--- src/rtl/bq_coef_loader.sv ---
// bq_coef_loader: Wishbone classic master that writes one biquad coefficient
// set (a11,a12,b10,b11,b12) and optionally reads it back for verification.
module bq_coef_loader #(
  parameter int          COEFWIDTH = 16,
  parameter logic [31:0] BASE_ADDR = 32'h3000_0000,
  parameter int          TIMEOUT   = 255,
  parameter int          VERIFY    = 1
) (
  input  logic                   wb_clk_i,
  input  logic                   wb_rst_i,
  input  logic                   start_i,
  input  logic [5*COEFWIDTH-1:0] coef_i,
  output logic                   busy_o,
  output logic                   done_o,
  output logic                   err_o,
  output logic [1:0]             err_code_o,
  output logic [2:0]             err_idx_o,
  output logic                   wb_cyc_o,
  output logic                   wb_stb_o,
  output logic                   wb_we_o,
  output logic [31:0]            wb_adr_o,
  output logic [31:0]            wb_dat_o,
  output logic [3:0]             wb_sel_o,
  input  logic [31:0]            wb_dat_i,
  input  logic                   wb_ack_i,
  input  logic                   wb_err_i
);

  localparam int CW = COEFWIDTH;
  localparam int TW = (TIMEOUT < 2) ? 1 : $clog2(TIMEOUT);
  localparam logic [TW-1:0] TO_LAST = TW'(TIMEOUT - 1);

  typedef enum logic [2:0] {
    IDLE, WREQ, WGAP, RREQ, RGAP, FIN
  } state_t;

  state_t           state_q, state_d;
  logic [2:0]       idx_q, idx_d;
  logic [TW-1:0]    cnt_q, cnt_d;
  logic [5*CW-1:0]  coef_q, coef_d;
  logic             err_q, err_d;
  logic [1:0]       code_q, code_d;
  logic [2:0]       eidx_q, eidx_d;

  logic [CW-1:0]    cur_coef;
  logic [CW+15:0]   wr_wide;
  logic [15:0]      wr16;
  logic [15:0]      rd_sh;
  logic             rd_match;
  logic             req;

  always_comb begin
    cur_coef = coef_q[CW-1:0];
    case (idx_q)
      3'd1:    cur_coef = coef_q[2*CW-1:CW];
      3'd2:    cur_coef = coef_q[3*CW-1:2*CW];
      3'd3:    cur_coef = coef_q[4*CW-1:3*CW];
      3'd4:    cur_coef = coef_q[5*CW-1:4*CW];
      default: cur_coef = coef_q[CW-1:0];
    endcase
  end

  // Left-justify into a 16-bit word; only the top CW bits are meaningful.
  assign wr_wide  = {cur_coef, 16'h0000};
  assign wr16     = wr_wide[CW+15:CW];
  assign rd_sh    = wb_dat_i[15:0] >> (16 - CW);
  assign rd_match = (rd_sh[CW-1:0] == cur_coef);

  always_ff @(posedge wb_clk_i or posedge wb_rst_i) begin
    if (wb_rst_i) begin
      state_q <= IDLE;
      idx_q   <= '0;
      cnt_q   <= '0;
      coef_q  <= '0;
      err_q   <= 1'b0;
      code_q  <= '0;
      eidx_q  <= '0;
    end else begin
      state_q <= state_d;
      idx_q   <= idx_d;
      cnt_q   <= cnt_d;
      coef_q  <= coef_d;
      err_q   <= err_d;
      code_q  <= code_d;
      eidx_q  <= eidx_d;
    end
  end

  always_comb begin
    state_d = state_q;
    idx_d   = idx_q;
    cnt_d   = cnt_q;
    coef_d  = coef_q;
    err_d   = err_q;
    code_d  = code_q;
    eidx_d  = eidx_q;
    case (state_q)
      IDLE: begin
        if (start_i) begin
          coef_d  = coef_i;
          idx_d   = '0;
          cnt_d   = '0;
          err_d   = 1'b0;
          code_d  = '0;
          eidx_d  = '0;
          state_d = WREQ;
        end
      end
      WREQ, RREQ: begin
        // err has priority over a simultaneous ack
        if (wb_err_i) begin
          err_d   = 1'b1;
          code_d  = 2'd1;
          eidx_d  = idx_q;
          state_d = FIN;
        end else if (wb_ack_i) begin
          if (state_q == RREQ && !rd_match) begin
            err_d   = 1'b1;
            code_d  = 2'd3;
            eidx_d  = idx_q;
            state_d = FIN;
          end else begin
            state_d = (state_q == WREQ) ? WGAP : RGAP;
          end
        end else if (cnt_q == TO_LAST) begin
          err_d   = 1'b1;
          code_d  = 2'd2;
          eidx_d  = idx_q;
          state_d = FIN;
        end else begin
          cnt_d = cnt_q + 1'b1;
        end
      end
      WGAP: begin
        cnt_d = '0;
        if (idx_q < 3'd4) begin
          idx_d   = idx_q + 3'd1;
          state_d = WREQ;
        end else if (VERIFY != 0) begin
          idx_d   = '0;
          state_d = RREQ;
        end else begin
          state_d = FIN;
        end
      end
      RGAP: begin
        cnt_d = '0;
        if (idx_q < 3'd4) begin
          idx_d   = idx_q + 3'd1;
          state_d = RREQ;
        end else begin
          state_d = FIN;
        end
      end
      FIN:     state_d = IDLE;
      default: state_d = IDLE;
    endcase
  end

  // Bus outputs decode the state register so reset clears them at once.
  assign req        = (state_q == WREQ) || (state_q == RREQ);
  assign wb_cyc_o   = req;
  assign wb_stb_o   = req;
  assign wb_we_o    = (state_q == WREQ);
  assign wb_sel_o   = {4{req}};
  assign wb_adr_o   = req ? (BASE_ADDR + {27'd0, idx_q, 2'b00}) : 32'h0;
  assign wb_dat_o   = (state_q == WREQ) ? {{16{wr16[15]}}, wr16} : 32'h0;
  assign busy_o     = (state_q != IDLE);
  assign done_o     = (state_q == FIN);
  assign err_o      = err_q;
  assign err_code_o = code_q;
  assign err_idx_o  = eidx_q;

endmodule
--- config.mk ---
export PLATFORM = sky130hd
export DESIGN_NAME = bq_coef_loader
export DESIGN_NICKNAME = d
export VERILOG_FILES = /design/src/rtl/bq_coef_loader.sv
export SDC_FILE = /design/constraint.sdc
export NUM_CORES = 1
export LEC_CHECK = 0
export CORE_MARGIN = 10
export CORE_UTILIZATION = 25
export DETAILED_ROUTE_END_ITERATION = 10
export PLACE_DENSITY = 0.6
export SLEW_MARGIN = 10
export SYNTH_ARGS = -nofsm -noshare
export SYNTH_HDL_FRONTEND = slang
export SYNTH_SLANG_ARGS = --single-unit
--- constraint.sdc ---
create_clock -name wb_clk_i -period 3.6 [get_ports wb_clk_i]
set_input_delay 0.9 -clock wb_clk_i [delete_from_list [all_inputs] [get_ports wb_clk_i]]
set_output_delay 0.9 -clock wb_clk_i [all_outputs]
set_load 0.01 [all_outputs]
==> results.tsv <==
metric	value	unit
tritoncts	built	
synth_edf_count	0	
synthCells	655	
postCtsHoldBufs	0	
cellPowerDensity	885	mW/mm²
wire_per_inst	17.4	µm
yosysWarnings	0	
place_area	0.00721	mm²
rsz0062_at_grt	false	
setup_violations	0	
globalplace.congestion	0.858	
drc	0	
finalMaxSlewViolations	0	
cts-root-buf	clkbuf_16	
ioPinCount	196	
fmax	0.290	GHz
outcome	finished, final reports clean	
portBuffers	152	
critPathCapture	wb_dat_o[10]	
final_layout_size_suffix_gt1_frac	0.0882	
clock-sinks	100	
grt_usage	0.127	
drt_first_iter_violations	340	
ant_nets	0	
grt_pass1_vias	4879	
fin_crit	3.44	ns
insertion_delay	0.36	ns
core	0.0218	mm²
layout_commonest_cell	nand2_1	
r2r.worst_path.cells	11	
area_growth	39.5	%
worstSetupStartpointType	register	
p_leak	0.00366	µW
start_util	0.253	
rows	54	
cts_inserted_buffers	9	
ys_ff_latch	100	
final_cell_mix	nand2_1, clkdlybuf4s50_1, dfrtp_1	
fin_util	0.353	
die_w	168	µm
crit_path_start	idx_q[1]	
cts.reportedPaths.clkPinSlew	0.07	ns
cp.required	2.70	ns
min_path_cells	2	
netlist_area	0.00550	mm²
antenna_found_initial	2	
nets	914	
crit_arrival	2.54	ns
crit_chain	buf_4 -> ha_1 -> ha_1 -> buf_4 -> a221oi_2 -> a211oi_2 -> clkdlybuf4s50_1	
setup.worst_path.class	register to primary output	
peakVddDrop	0.000261	V
synth_cell_types	46	
wirelength	18.7	mm
timing.rr.end	err_idx_o[1]	
min_period_over_period	0.957	
hold_violations	0	
tightest_slew	0.745	ns
yosys.area.top_type	dfrtp_1	
power	6790	µW
viasPerCell	4.51	
r2r_slack	0.39	ns
cap_violations	0	
grt-ovfl-total	0	
critPathMaxFanout	16	
grt_pass1_wl	28.1	mm
r2r-start	idx_q[1]	
clk_path_buf_depth	2	
critPathCaptureType	primary output	
h-tree-depth	3	
stdcell_area	0.00767	mm²
slowest_stage	clkdlybuf4s50_1	
die_h	168	µm
max_stage_delay	0.49	ns
hold_class	register to register	
synthFlopType	dfrtp_1	
synth_top_area_frac	0.455	
grt_max_degree	62	
async_reset_ff_frac	1.00	
via_count	4846	
synthTopCellsByArea	dfrtp_1, nand2_1, buf_4	
tns	0	ns
max_slew_margin	0.503	
finClkSkew	0.0117	ns
synth.avg_cell_area	8.40	µm²
drt_first_pass_iters	4	
hpwl	14.1	mm
ys_seq_area_frac	0.455	
die_area	0.0283	mm²
holdWs	0.473	ns
cell type report:
cell class / instances / area [µm²]
diodes: 1 / 2.50
clock buffers: 11 / 253
clock inverters: 4 / 32.5
fillers: 2325 / 14100
inverters: 12 / 47.5
multi-input cells: 481 / 2600
flip-flops and latches: 100 / 2500
well taps: 280 / 350
repair buffers: 186 / 1880
timing repair:
item	in CTS	in global routing
gates cloned	0	1
resized for setup	22	17
pin swaps	1	1
buffers inserted	1	2
endpoints found under the setup margin	32	8
worst min-delay path by stage:
stage / to / from / slack [ns]
3_5_place_dp: coef_q[56] / coef_q[56] / 0.46
6_report: err_o / err_o / 0.47
4_1_cts: err_o / err_o / 0.48
3_3_place_gp: coef_q[55] / coef_q[55] / 0.46
5_1_grt: cnt_q[7] / cnt_q[7] / 0.50
2_1_floorplan: cnt_q[6] / cnt_q[6] / 0.44
critical path: cells and delay by family (launching register included):
family / cells / cell delay, ns
flops: 1 / 0.38
buf+inv: 3 / 0.86
fa+ha+maj: 2 / 0.42
compound gates: 2 / 0.52
flip-flops by register name (all words and copies together), names as in the netlist:
| name | cells |
|---|---|
| coef_q | 80 |
| cnt_q | 8 |
| err_idx_o | 3 |
| idx_q | 3 |
| state_q | 3 |
| err_code_o | 2 |
| err_o | 1 |
synthesized netlist by cell type (2+ instances only):
| cell type | n |
|---|---|
| a211oi_1 | 16 |
| a21oi_1 | 6 |
| a221oi_1 | 15 |
| a22o_1 | 2 |
| a31oi_1 | 5 |
| a32o_1 | 16 |
| and2_1 | 3 |
| and3_1 | 2 |
| buf_4 | 51 |
| buf_6 | 2 |
| clkbuf_1 | 34 |
| dfrtp_1 | 100 |
| ha_1 | 7 |
| inv_1 | 12 |
| mux2i_1 | 5 |
| nand2_1 | 251 |
| nand2b_1 | 4 |
| nand3_1 | 6 |
| nand4_1 | 5 |
| nor2_1 | 29 |
| nor2b_1 | 5 |
| nor3_1 | 5 |
| nor4_1 | 4 |
| o21ai_0 | 15 |
| o31ai_1 | 4 |
| or2_2 | 2 |
| or3_1 | 2 |
| xnor2_1 | 6 |
| xor2_1 | 24 |
kinds of logic after synthesis:
group,synth area share
AOI/OAI and AO/OA,0.130
muxes,0.00910
and+or+nand+nor,0.235
other,0.000682
buffers and inverters,0.106
DFF,0.455
xor gates and xnor gates,0.0478
adders and majority gates,0.0159
report_power, final:
part           internal (µW)  switching (µW)
Combinational           1790            2070
Clock                    507             452
Sequential              1630             342
metal layers:
layer | part of all wire | up-vias | GRT usage
met5 | 0.00096 | - | 0
met4 | 0.0087 | 2 | 0.0265
met3 | 0.077 | 11 | 0.0545
met2 | 0.46 | 149 | 0.200
met1 | 0.45 | 2312 | 0.159
li1 | - | 2372 | -
metrics by stage:
step,std cells,worst slack [ns]
after floorplan,681,0.0812
after global placement,1055,0.187
after detailed placement,1055,0.0802
after CTS,1071,0.00912
after global routing,1074,0.0135
final,1075,0.156
No activity file was read; power rests on OpenSTA's default activity.
